[config.mk]
export PLATFORM = sky130hd
export DESIGN_NAME = can_irq_controller_flat
export DESIGN_NICKNAME = d
export VERILOG_FILES = /design/src/rtl/can_irq_controller_if.sv /design/src/rtl/can_irq_controller.sv /design/src/flat_wrapper.sv
export SDC_FILE = /design/constraint.sdc
export NUM_CORES = 1
export LEC_CHECK = 0
export CORE_MARGIN = 1.5
export CORE_UTILIZATION = 33
export CTS_BUF_LIST = sky130_fd_sc_hd__clkbuf_16
export CTS_CLUSTER_DIAMETER = 200
export DETAILED_ROUTE_END_ITERATION = 8
export GPL_TIMING_DRIVEN = 0
export PLACE_DENSITY_LB_ADDON = 0.2
export SYNTH_ARGS = -nofsm -noshare
export SYNTH_HDL_FRONTEND = slang
export SYNTH_SLANG_ARGS = --single-unit
[constraint.sdc]
create_clock -name sys_clk -period 1.55 [get_ports sys_clk]
set_input_delay 0.2325 -clock sys_clk [delete_from_list [all_inputs] [get_ports sys_clk]]
set_output_delay 0.2325 -clock sys_clk [all_outputs]
set_load 0.005 [all_outputs]
[src/rtl/can_irq_controller_if.sv]
// Purpose : bundles the CAN interrupt controller's event, register-access and irq signals.
// Latency : n/a (wires only).
// Backpressure : none; single-cycle strobes (en_wr, clr_wr, irq_ack) with no ready path.
// Ports   : master = CAN core + register MUX/DEMUX side, slave = can_irq_controller.
interface can_irq_controller_if #(
  parameter int NUM_EVT = 12
);
  logic [NUM_EVT-1:0] evt_in;
  logic [31:0]        DEMUX2interrupt_en;
  logic               en_wr;
  logic [31:0]        DEMUX2interrupt_clr;
  logic               clr_wr;
  logic               irq_ack;
  logic [31:0]        interruptstat2MUX;
  logic [31:0]        interrupten2MUX;
  logic               irq;
  logic [3:0]         irq_vec;

  modport master (
    output evt_in, DEMUX2interrupt_en, en_wr, DEMUX2interrupt_clr, clr_wr, irq_ack,
    input  interruptstat2MUX, interrupten2MUX, irq, irq_vec
  );

  modport slave (
    input  evt_in, DEMUX2interrupt_en, en_wr, DEMUX2interrupt_clr, clr_wr, irq_ack,
    output interruptstat2MUX, interrupten2MUX, irq, irq_vec
  );
endinterface

[src/rtl/can_irq_controller.sv]
// Purpose : edge-captures CAN events into W1C sticky status, masks with enable, drives irq + priority vector.
// Latency : event rise -> status same edge; -> irq/irq_vec one edge later; irq low >= HOLDOFF_CYC cycles after drop.
// Backpressure : none; strobes act on the edge they are sampled, irq_ack only honoured while irq=1.
// Ports   : sys_clk, sys_rst (sync, active-high), bus (slave modport of can_irq_controller_if).
module can_irq_controller #(
  parameter int NUM_EVT     = 12,
  parameter int HOLDOFF_CYC = 8,
  parameter int CNT_W       = 4
) (
  input  logic                 sys_clk,
  input  logic                 sys_rst,
  can_irq_controller_if.slave  bus
);

  typedef enum logic [1:0] {IDLE, ASSERT, HOLDOFF} state_t;

  // Counter starts at HOLDOFF_CYC-1 so HOLDOFF lasts exactly HOLDOFF_CYC cycles.
  localparam logic [CNT_W-1:0] HOLD_LOAD = (HOLDOFF_CYC > 0) ? CNT_W'(HOLDOFF_CYC - 1) : '0;

  logic [NUM_EVT-1:0] status, enable, evt_prev;
  logic [NUM_EVT-1:0] rise, pending, ack_mask, clr_mask;
  logic [3:0]         vec_nxt, irq_vec_q;
  logic               irq_q;
  state_t             state;
  logic [CNT_W-1:0]   cnt;

  assign rise     = bus.evt_in & ~evt_prev;
  assign pending  = status & enable;
  assign clr_mask = bus.clr_wr ? bus.DEMUX2interrupt_clr[NUM_EVT-1:0] : '0;

  // Only the vector software is currently looking at can be acknowledged.
  always_comb begin
    ack_mask = '0;
    if (bus.irq_ack && irq_q) ack_mask[irq_vec_q] = 1'b1;
  end

  // Ascending scan: the last hit is the highest index, i.e. highest priority.
  always_comb begin
    vec_nxt = '0;
    for (int i = 0; i < NUM_EVT; i++) begin
      if (pending[i]) vec_nxt = 4'(i);
    end
  end

  always_ff @(posedge sys_clk) begin
    if (sys_rst) begin
      status    <= '0;
      enable    <= '0;
      evt_prev  <= '0;
      irq_vec_q <= '0;
    end else begin
      evt_prev  <= bus.evt_in;
      // OR-ing rise last makes a new event win over a same-cycle clear/ack.
      status    <= (status & ~clr_mask & ~ack_mask) | rise;
      irq_vec_q <= vec_nxt;
      if (bus.en_wr) enable <= bus.DEMUX2interrupt_en[NUM_EVT-1:0];
    end
  end

  always_ff @(posedge sys_clk) begin
    if (sys_rst) begin
      state <= IDLE;
      cnt   <= '0;
      irq_q <= 1'b0;
    end else begin
      case (state)
        IDLE: begin
          if (|pending) begin
            state <= ASSERT;
            irq_q <= 1'b1;
          end
        end
        ASSERT: begin
          if (!(|pending)) begin
            irq_q <= 1'b0;
            if (HOLDOFF_CYC == 0) begin
              state <= IDLE;
            end else begin
              state <= HOLDOFF;
              cnt   <= HOLD_LOAD;
            end
          end
        end
        HOLDOFF: begin
          if (cnt == '0) state <= IDLE;
          else           cnt   <= cnt - CNT_W'(1);
        end
        default: begin
          state <= IDLE;
          irq_q <= 1'b0;
        end
      endcase
    end
  end

  assign bus.interruptstat2MUX = {{(32-NUM_EVT){1'b0}}, status};
  assign bus.interrupten2MUX   = {{(32-NUM_EVT){1'b0}}, enable};
  assign bus.irq               = irq_q;
  assign bus.irq_vec           = irq_vec_q;

  // Upper write-data bits are architecturally ignored.
  logic unused_upper;
  assign unused_upper = ^{bus.DEMUX2interrupt_en[31:NUM_EVT], bus.DEMUX2interrupt_clr[31:NUM_EVT]};

endmodule
[src/flat_wrapper.sv]
// flat-port wrapper written by rule: the top's interface ports become plain ports
module can_irq_controller_flat 
#(
  parameter int NUM_EVT     = 12,
  parameter int HOLDOFF_CYC = 8,
  parameter int CNT_W       = 4
)
  (sys_clk, sys_rst, bus_evt_in, bus_DEMUX2interrupt_en, bus_en_wr, bus_DEMUX2interrupt_clr, bus_clr_wr, bus_irq_ack, bus_interruptstat2MUX, bus_interrupten2MUX, bus_irq, bus_irq_vec);
  can_irq_controller_if #(.NUM_EVT(NUM_EVT)) bus_i ();
  input  logic sys_clk;
  input  logic sys_rst;
  input wire logic [$bits(bus_i.evt_in)-1:0] bus_evt_in;
  input wire logic [$bits(bus_i.DEMUX2interrupt_en)-1:0] bus_DEMUX2interrupt_en;
  input wire logic [$bits(bus_i.en_wr)-1:0] bus_en_wr;
  input wire logic [$bits(bus_i.DEMUX2interrupt_clr)-1:0] bus_DEMUX2interrupt_clr;
  input wire logic [$bits(bus_i.clr_wr)-1:0] bus_clr_wr;
  input wire logic [$bits(bus_i.irq_ack)-1:0] bus_irq_ack;
  output wire logic [$bits(bus_i.interruptstat2MUX)-1:0] bus_interruptstat2MUX;
  output wire logic [$bits(bus_i.interrupten2MUX)-1:0] bus_interrupten2MUX;
  output wire logic [$bits(bus_i.irq)-1:0] bus_irq;
  output wire logic [$bits(bus_i.irq_vec)-1:0] bus_irq_vec;
  assign bus_i.evt_in = bus_evt_in;
  assign bus_i.DEMUX2interrupt_en = bus_DEMUX2interrupt_en;
  assign bus_i.en_wr = bus_en_wr;
  assign bus_i.DEMUX2interrupt_clr = bus_DEMUX2interrupt_clr;
  assign bus_i.clr_wr = bus_clr_wr;
  assign bus_i.irq_ack = bus_irq_ack;
  assign bus_interruptstat2MUX = bus_i.interruptstat2MUX;
  assign bus_interrupten2MUX = bus_i.interrupten2MUX;
  assign bus_irq = bus_i.irq;
  assign bus_irq_vec = bus_i.irq_vec;
  can_irq_controller #(.NUM_EVT(NUM_EVT), .HOLDOFF_CYC(HOLDOFF_CYC), .CNT_W(CNT_W)) u_core (.sys_clk(sys_clk), .sys_rst(sys_rst), .bus(bus_i));
endmodule
Word level (Yosys, flattened, before mapping). Index checks and enable logic that the tools add are counted.

Equal/unequal tests: 6. Reductions and logical operators: 10. Magnitude comparators: 2. Add/subtract/negate cells: 1. Mux-type cells: 25. Bitwise operators: 9.

Operators by type and width (number): $and A12 B12 Y12 (4); $not A12 Y12 (3); $mux W12 (2); $mux W4 (6); $mux W3 (4); $or A12 B12 Y12 (1); $reduce_or A12 Y1 (1); $mux W2 (5); $reduce_and A3 Y1 (3); $pmux W4 S2 (1); $pmux W2 S3 (1); $lt A4 B5 Y1 const B (1); $reduce_or A5 Y1 (1); $demux W1 S4 (1); $ge A4 B1 Y1 const B (1); $logic_not A4 Y1 (1); $mux W1 (4); $ne A2 B1 Y1 const B (2); $ne A2 B2 Y1 const B (2); $sub A4 B1 Y4 const B (1); $pmux W1 S3 (1); $eq A2 B1 Y1 const B (1); $eq A2 B2 Y1 const B (1); $logic_and A1 B1 Y1 (2); 3 further kinds (3).

Word-level logic and storage cells: 61. Register bits after elaboration: 47. Output and inout bits: 69.

Logic depth before layout (Yosys ltp). Gate-level depths: netlist (run 1).

Word-level depth: 12. Mapped depth: 6. Gate-level depth less buffers: 6.

Worst setup path after synthesis (run 1). No wires, ideal clock.

Kind: register to register. Start: reg u_core.state[0]. End: reg u_core.cnt[0]. Period minus slack after synthesis: 1.459 ns. Path buffers: 0. Slack: 0.091 ns. Arrival time: 1.324 ns. Data required time: 1.415 ns. Library setup time: 0.135 ns. Cell stages (with the launch flop): 6. Path through: dfxtp_1 -> inv_1 -> ha_1 -> a21boi_0 -> and3_1 -> a211oi_1.

Cells in the longest elaborated chain, start to end: 3. Elaborated cells between the ends (all ways): 7. Those cells by class: eq/ne: 4; mux: 1; reduce/logical: 2.

RTL lines: from (decl) (line can_irq_controller.sv:24) `state_t state;`; from (signal assigned) (line can_irq_controller.sv:62) `state <= IDLE;`; from (signal assigned) (line can_irq_controller.sv:69) `state <= ASSERT;`; from (signal assigned) (line can_irq_controller.sv:77) `state <= IDLE;`; $eq A2 B2 Y1 / $eq A2 B1 Y1 (equally long branches) (line can_irq_controller.sv:66) `case (state)`; $ne A2 B2 Y1 (no line) / $reduce_bool A2 Y1 (equally long branches); $reduce_and A3 Y1 (no line); to (signal assigned) (line can_irq_controller.sv:86) `else cnt <= cnt - CNT_W'(1);`; to (decl) (line can_irq_controller.sv:25) `logic [CNT_W-1:0] cnt;`.

Several ways; a longest one is shown, not always the timed one. A chain may end at the register's enable or synchronous reset.

Final worst setup path (run 1).
Start: reg u_core.status[7]. End: reg u_core.state[0].

Cells in the longest elaborated chain, start to end: 4. Elaborated cells between the ends (all ways): 5. Those cells by class: eq/ne: 2; bitwise: 1; reduce/logical: 2.

RTL lines: from (decl) (line can_irq_controller.sv:20) `logic [NUM_EVT-1:0] status, enable, evt_prev;`; from (signal assigned) (line can_irq_controller.sv:54) `status <= (status & ~clr_mask & ~ack_mask) | rise;`; $and A12 B12 Y12 (*) (line can_irq_controller.sv:28) `assign pending = status & enable;`; $reduce_or A12 Y1 (*) (line can_irq_controller.sv:68, can_irq_controller.sv:74); $ne A2 B1 Y1 (no line) / $ne A2 B2 Y1 (equally long branches); $reduce_and A3 Y1 (no line) (*); to (signal assigned) (line can_irq_controller.sv:69); to (signal assigned) (line can_irq_controller.sv:77); to (signal assigned) (line can_irq_controller.sv:79) `state <= HOLDOFF;`.

Mark *: on every way between the ends. The rest lies on a longest branch, timed or not.

==> results.txt, run 1 <==
Adding up every negative setup slack in the final design gives 0 ns. The number of global-route vias before repair is 1860. The wire length per cell after detailed routing is 12.0 um. Counting flops with an async set or reset pin after synthesis yields a share of 0%. Overall power consumption after layout is estimated at 3.49 mW.

Of the synthesized area, sequential elements account for 40.3%. The floorplan step set the die width to 87.1 um. The total wire length came out at 5.65 mm. Across the run, the number of max-cap violations was 0. The run finished with clean final reports. Counting every instance in the synthesized netlist gives 258.

Of the total synthesized cell area, the portion taken by XOR and XNOR cells is 0%. The max-slew headroom at the worst pin came out at 64.9%. In this run the static leakage power is 1.57 nW. The highest ir drop seen on vdd is 512 uV.

At the end of routability-driven placement, the weighted congestion stood at 0.798. Once the floorplan was initialized, standard cells occupied 34.1% of the core. The number of synthesized register bits is 47. The total I/O pin count is 150.

The placeable core region came out at 6830 um^2. In the routed design, unresolved DRC markers number 0. The critical path goes through a22oi_4 -> nand4_4 -> o21a_4 -> o211a_1 -> a31o_1.

The synthesized area per cell is 9.04 um^2. Cells with a size suffix above 1 make up 20.8% of the layout. The number of buffer and inverter stages on the critical path is 0.

The count of final setup violators came out at 0. After synthesis, the largest family of logic cells by area is compound AO/OA/AOI/OAI gates. During placement, the flow inserted port buffers numbering 68.

STA puts the critical path data required time at 1.73 ns. CTS placed an instance of sky130_fd_sc_hd__clkbuf_16 at the clock tree root. The max-slew violation count came to 0. The share of the synthesized area in compound gates (AO/OA/AOI/OAI) is 18.2%. Summing the areas of all and, or, nand and nor instances in the mapped netlist gives 16.3% of the synthesized area. Of all nets on the critical path, the largest fanout is 4. Sorting the synthesized cells by area gives the leading types as sky130_fd_sc_hd__dfxtp_1 40%, sky130_fd_sc_hd__buf_4 13%, sky130_fd_sc_hd__mux2i_1 5.6%. The worst setup skew after layout came out at 0.00490 ns. The global-route wire length before repair is 9.05 mm. After Yosys synthesis, full adders, half adders and majority gates account for 2.68% of the synthesized area. The signal arrival time at the worst endpoint is 1.70 ns.

The full die area came out at 7580 um^2. In the final design database the tool counted 460 nets. Entering global routing, the biggest net connects 14 pins. The number of diodes came out at 0. The timing-limited maximum frequency came out at 655 MHz. The category of the critical setup timing path is reg -> reg. The total power per unit cell area came out at 1000 nW/um^2. The count of non-filler cells in the finished layout is 471. The time the worst path needs with I/O delays and setup is 1.53 ns. After layout, the worst path uses 98.5% of the clock period. From bottom edge to top edge, the die measures 87.1 um. After floorplanning, the core was divided into 30 placement rows. The path class of the tightest hold or removal check is in -> reg. The final count of hold timing violations was 0. Among all cell types in the netlist, the one instantiated most often is sky130_fd_sc_hd__dfxtp_1.

The synthesized design spends more area on one cell type than any other, namely sky130_fd_sc_hd__dfxtp_1. For this run, the total global-route usage over all layers was measured as 15.6%. For this run, the number of Yosys warnings is 0. At the pin with the least slew margin, the transition time is 0.526 ns. The netlist uses 46 different library cells. The total overflow left after global routing is 0. The total clock sinks is 47. The area added between synthesis and finish came out at 49.6%. After synthesis, the share of cell area in mux cells is 5.58%. After synthesis, the largest area contributor takes up 40.3% of total cell area. On the worst path, the slowest cell contributes a delay of 0.36 ns. The number of hold buffers added after CTS is 0. For this design, the slowest cell found on the critical path is sky130_fd_sc_hd__dfxtp_1.

The worst setup path is launched from a flop. Setup repair after global routing could not meet its margin everywhere. The routed via count is 2034. The number of buffers created by CTS came out at 5. The dominant synthesized flop cell is sky130_fd_sc_hd__dfxtp_1.

Before antenna repair, the detailed router went through 4 iterations. The maximum buffer depth of the clock tree is 2. The top cell family by delay on the critical path is compound AO/OA/AOI/OAI gates. For this block, the initial DRC count from the detailed router was 70. The H-tree depth came out at 2. Once detailed placement completed, the half-perimeter wirelength came to 4.50 mm.

The clock latency on the worst-skew pair is 0.29 ns. After synthesis the cells add up to 2330 um^2. The worst-case hold slack is 0.263 ns. TritonCTS built the clock tree.

The initial antenna violation count came out at 0. The count of flip-flops with a built-in enable after synthesis came out at 0. The count of antenna-violating nets left after detailed routing came out at 0. The commonest cells after synthesis are 47 x sky130_fd_sc_hd__dfxtp_1, 40 x sky130_fd_sc_hd__buf_4, 34 x sky130_fd_sc_hd__nand2_1. The type of element capturing the critical path is a flop.

The register clock-pin slew on the reported worst setup and hold paths is 0.06 ns. In the routed layout, each cell is associated on average with a via count of 4.32. After detailed placement, the design holds a cell count of 461.
-- flip-flops by register name, summed over array words and instances (netlist names) --
register and cells:
u_core.enable 12, u_core.evt_prev 12, u_core.status 12, u_core.bus.irq_vec 4, u_core.cnt 4, u_core.state 2, u_core.bus.irq 1
-- layout make-up --
| class | instances | area [um^2] |
|---|---|---|
| Sequential cell | 47 | 955 |
| Tap cell | 96 | 120 |
| Inverter | 14 | 52.6 |
| Timing Repair Buffer | 70 | 696 |
| Multi-Input combinational cell | 189 | 1190 |
| Clock inverter | 3 | 11.3 |
| Fill cell | 664 | 3340 |
| Clock buffer | 5 | 125 |
| Buffer | 47 | 337 |
-- layer usage --
metal	up-vias	GRT usage, %	wire [um]
met4	0	5.87	97
met3	9	3.22	355
met2	76	25.6	2660
met5	-	0	0
li1	1055	-	-
met1	894	20.1	2540
-- path summary, 6_finish.rpt --
kind,startpoint,to,slack (ns),cells after the start
worst max-delay path,u_core.status[7],u_core.state[0],0.02,5
worst min-delay path,sys_rst,u_core.evt_prev[3],0.26,2
worst max register to register,u_core.status[7],u_core.state[0],0.02,5
worst min register to register,u_core.evt_prev[9],u_core.status[9],0.41,1
-- logic make-up (layout without fill, tap and decap cells) --
kind of cell / after synthesis / after routing
flops: 47 / 47
fa+ha+maj: 5 / 5
buf+inv: 61 / 139
mux: 13 / 13
compound gates: 50 / 50
other cells: 1 / 40
simple gates: 81 / 81
-- power breakdown --
part | leakage (nW) | internal, mW | switching (mW)
clock network | 0.0701 | 0.581 | 0.440
registers | 0.393 | 1.34 | 0.134
logic | 1.11 | 0.551 | 0.439
total | 1.57 | 2.47 | 1.01
-- metrics by stage --
step	worst slack [ns]	util, %	area (um^2)
floorplan	0.0906	-	2480
CTS	0.0131	50.1	3420
detailed placement	-0.154	48.0	3280
global route	-0.0144	51.1	3490
global placement	-0.134	48.0	3280
finish	0.0239	51.1	3490
-- placed cells by master, fill, tap and decap left out, types with 3 or more instances in the layout --
master,count
sky130_fd_sc_hd__a22oi_2,5
sky130_fd_sc_hd__nand3_1,6
sky130_fd_sc_hd__dfxtp_2,11
sky130_fd_sc_hd__dfxtp_1,36
sky130_fd_sc_hd__mux2i_1,13
sky130_fd_sc_hd__clkdlybuf4s50_1,68
sky130_fd_sc_hd__nor2b_1,10
sky130_fd_sc_hd__a211oi_1,3
sky130_fd_sc_hd__nand2_1,34
sky130_fd_sc_hd__o21ai_0,8
sky130_fd_sc_hd__conb_1,40
sky130_fd_sc_hd__a41o_1,4
sky130_fd_sc_hd__o2111ai_1,6
sky130_fd_sc_hd__clkbuf_16,5
sky130_fd_sc_hd__nor2_1,16
sky130_fd_sc_hd__ha_1,4
sky130_fd_sc_hd__buf_4,42
sky130_fd_sc_hd__a21oi_1,5
sky130_fd_sc_hd__nor3_1,4
sky130_fd_sc_hd__inv_1,15
-- timing repair --
| item | CTS | global route |
|---|---|---|
| gates resized for setup | 4 | 16 |
| setup buffers | 0 | 2 |
| pin swaps | 0 | 11 |
| setup endpoints to repair | 6 | 6 |
Power figures use the tool's default switching activity.
==> run 2: changes to the inputs <==
--- a/config.mk
+++ b/config.mk
@@ -11,6 +11,7 @@
 export CTS_CLUSTER_DIAMETER = 200
 export DETAILED_ROUTE_END_ITERATION = 8
 export GPL_TIMING_DRIVEN = 0
+export HOLD_SLACK_MARGIN = 0.02
 export PLACE_DENSITY_LB_ADDON = 0.2
 export SYNTH_ARGS = -nofsm -noshare
 export SYNTH_HDL_FRONTEND = slang
==> results of run 2 <==
Same layout as run 1: the final DEF is identical, and so are final timing and power.
==> run 3: changes to the inputs <==
--- a/config.mk
+++ b/config.mk
@@ -5,12 +5,12 @@
 export SDC_FILE = /design/constraint.sdc
 export NUM_CORES = 1
 export LEC_CHECK = 0
-export CORE_MARGIN = 1.5
+export CORE_MARGIN = 2
 export CORE_UTILIZATION = 33
 export CTS_BUF_LIST = sky130_fd_sc_hd__clkbuf_16
 export CTS_CLUSTER_DIAMETER = 200
 export DETAILED_ROUTE_END_ITERATION = 8
-export GPL_TIMING_DRIVEN = 0
+export GPL_TIMING_DRIVEN = 1
 export HOLD_SLACK_MARGIN = 0.02
 export PLACE_DENSITY_LB_ADDON = 0.2
 export SYNTH_ARGS = -nofsm -noshare
==> run 3 against run 2 <==
Non-clock buffer count decreased by 10. Critical endpoint is now bus_interruptstat2MUX[6]. Worst setup slack improved by 0.011 ns. Global-route usage decreased by 0.65 points. Clock power about the same. Combinational power increased by 7%. Highest routed layer unchanged. Total power increased by 0.12%.
==> results.txt, run 3 (synthesized netlist as in run 1, its figures left out) <==
The placeable core region was 6830 um^2 (unchanged). The final count of hold timing violations was 0 (unchanged). Largest registers: u_core.enable x12, u_core.evt_prev x12, u_core.status x12 (unchanged). The count of non-filler cells in the finished layout is 461 (was 471). The count of max-cap constraint violations is 0 (unchanged). The total I/O pin count came out at 150 (unchanged). The required time at the worst-slack endpoint is 1.32 ns (was 1.73 ns). The maximum buffer depth of the clock tree came to 2 (unchanged).

The estimated wirelength of the detail-placed design came to 4.56 mm (was 4.50 mm). Highest-count cells in the layout ignoring fill and taps: 69 x sky130_fd_sc_hd__clkdlybuf4s50_1, 40 x sky130_fd_sc_hd__conb_1, 35 x sky130_fd_sc_hd__buf_4, 35 x sky130_fd_sc_hd__dfxtp_1, 34 x sky130_fd_sc_hd__nand2_1 (was 68 x sky130_fd_sc_hd__clkdlybuf4s50_1, 42 x sky130_fd_sc_hd__buf_4, 40 x sky130_fd_sc_hd__conb_1). The highest ir drop seen on vdd was 624 uV (was 512 uV). The clock tree from TritonCTS is yes (unchanged). The maximum number of pins on one net before global-route repair is 25 (was 14). The initial cell density of the core came to 34.1% (unchanged). The max-slew violation count came out at 0 (unchanged). The number of buffers created by CTS is 5 (unchanged). The count of routing violations after the opening detailed-route iteration is 90 (was 70). The post-route cell area is 3430 um^2 (was 3490 um^2).

The iteration count of the initial detailed-routing pass came out at 4 (unchanged). The vertical die dimension was 88.1 um (was 87.1 um). The count of antenna-violating nets left after detailed routing is 0 (unchanged). The final worst-path cycle share came out at 97.7% (was 98.5%). The critical path startpoint category is a flop (unchanged). The total power per unit cell area is 1020 nW/um^2 (was 1000 nW/um^2). The timing-limited maximum frequency is 660 MHz (was 655 MHz). The worst setup skew after layout is 0.00339 ns (was 0.00490 ns). The initial antenna violation count came out at 0 (unchanged). The number of global-route vias before repair is 1841 (was 1860). The worst-case hold slack was 0.407 ns (was 0.263 ns). The class of the worst hold path is reg -> reg (was in -> reg). Run status: finished clean (unchanged).

The signal arrival time at the worst endpoint came to 1.28 ns (was 1.70 ns). The area added between synthesis and finish is 47.3% (was 49.6%). The placement row count is 30 (unchanged). The number of hold buffers added after CTS is 0 (unchanged).

The number of instances in the placed design came out at 452 (was 461). The total wire length came out at 5.75 mm (was 5.65 mm). The final RePlAce weighted congestion came out at 0.839 (was 0.798).

The most common cell after layout, fill and taps aside is sky130_fd_sc_hd__clkdlybuf4s50_1 (unchanged). The type of element capturing the critical path is an output pin (was flop). The die width is 88.1 um (was 87.1 um). The final routed DRC violation total is 0 (unchanged). The combined global-route utilization of all metal layers came to 14.9% (was 15.6%). The full die area came out at 7760 um^2 (was 7580 um^2). The total overflow reported by the global router came out at 0 (unchanged).

The category of the critical setup timing path is reg -> out (was reg -> reg). The leakage power came out at 1.53 nW (was 1.57 nW). The number of port buffers was 69 (was 68). The number of diodes came out at 0 (unchanged).

The wire length per cell after detailed routing came to 12.5 um (was 12.0 um). The register clock-pin slew on the reported worst setup and hold paths is 0.06 ns (about the same). The clock latency on the worst-skew pair came out at 0.28 ns (was 0.29 ns). The clock root buffer is sky130_fd_sc_hd__clkbuf_16 (unchanged). The final-stage net count came out at 450 (was 460). The highest net fanout along the worst path came out at 3 (was 4).

The total power draw came out at 3.49 mW (about the same). The fraction of layout instances using a drive strength above 1 is 18.4% (was 20.8%). The global-route wire length before repair came out at 8.85 mm (was 9.05 mm). The H-tree depth came out at 2 (unchanged).

The via-per-instance ratio was 4.41 (was 4.32). The placed instance area is 3270 um^2 (was 3280 um^2). The routed via count is 2035 (was 2034). The total clock sinks came to 47 (unchanged). The time the worst path needs with I/O delays and setup is 1.51 ns (was 1.53 ns). The count of final setup violators is 0 (unchanged).
-- run 3: worst paths after layout --
| path | startpoint | endpoint | slack, ns | cells after the start |
|---|---|---|---|---|
| setup reg to reg | u_core.enable[5] | u_core.state[0] | 0.08 | 5 |
| hold / removal | u_core.evt_prev[9] | u_core.status[9] | 0.41 | 1 |
| hold reg to reg | u_core.evt_prev[9] | u_core.status[9] | 0.41 | 1 |
| setup / recovery | u_core.status[6] | bus_interruptstat2MUX[6] | 0.04 | 2 |
-- run 3: critical path: stages, from the launching register on --
cell and delay [ns]:
sky130_fd_sc_hd__dfxtp_2 0.37, sky130_fd_sc_hd__buf_4 0.13, sky130_fd_sc_hd__clkdlybuf4s50_1 0.50
-- run 3: cell type report --
class,count,area [um^2]
clock buffers,5,125
clock inverters,3,11.3
fillers,676,3400
inverters,14,52.6
multi-input cells,189,1150
flip-flops and latches,47,958
well taps,96,120
repair buffers,107,1010
-- run 3: layer usage --
metal / track usage (%) / wire length (um) / vias to the layer above
met5: 0 / 0 / -
met4: 4.55 / 63 / 0
met3: 3.77 / 373 / 7
met2: 24.4 / 2650 / 76
met1: 19.4 / 2660 / 917
li1: - / - / 1035
-- run 3: metrics by stage --
stage	worst slack, ns	util [%]	TNS (ns)
2_1_floorplan	0.0906	-	0
3_3_place_gp	-0.108	47.8	-0.315
3_5_place_dp	-0.105	47.8	-0.383
4_1_cts	0.00334	49.9	0
5_1_grt	-0.00643	50.3	-0.00846
6_report	0.0351	50.3	0
-- run 3: report_power, final --
| group | total (mW) | leakage [nW] | internal, mW | switching (mW) |
|---|---|---|---|---|
| Sequential | 1.43 | 0.394 | 1.34 | 0.0923 |
| Combinational | 1.06 | 1.07 | 0.579 | 0.477 |
| Clock | 1.00 | 0.0701 | 0.581 | 0.423 |
| Total | 3.49 | 1.53 | 2.50 | 0.992 |
-- run 3: repair_timing --
action / in CTS / in global routing
endpoints found under the hold margin: 0 / 0
pin swaps: 0 / 2
setup endpoints to repair: 3 / 12
gates resized for setup: 3 / 11
setup buffers: 0 / 1
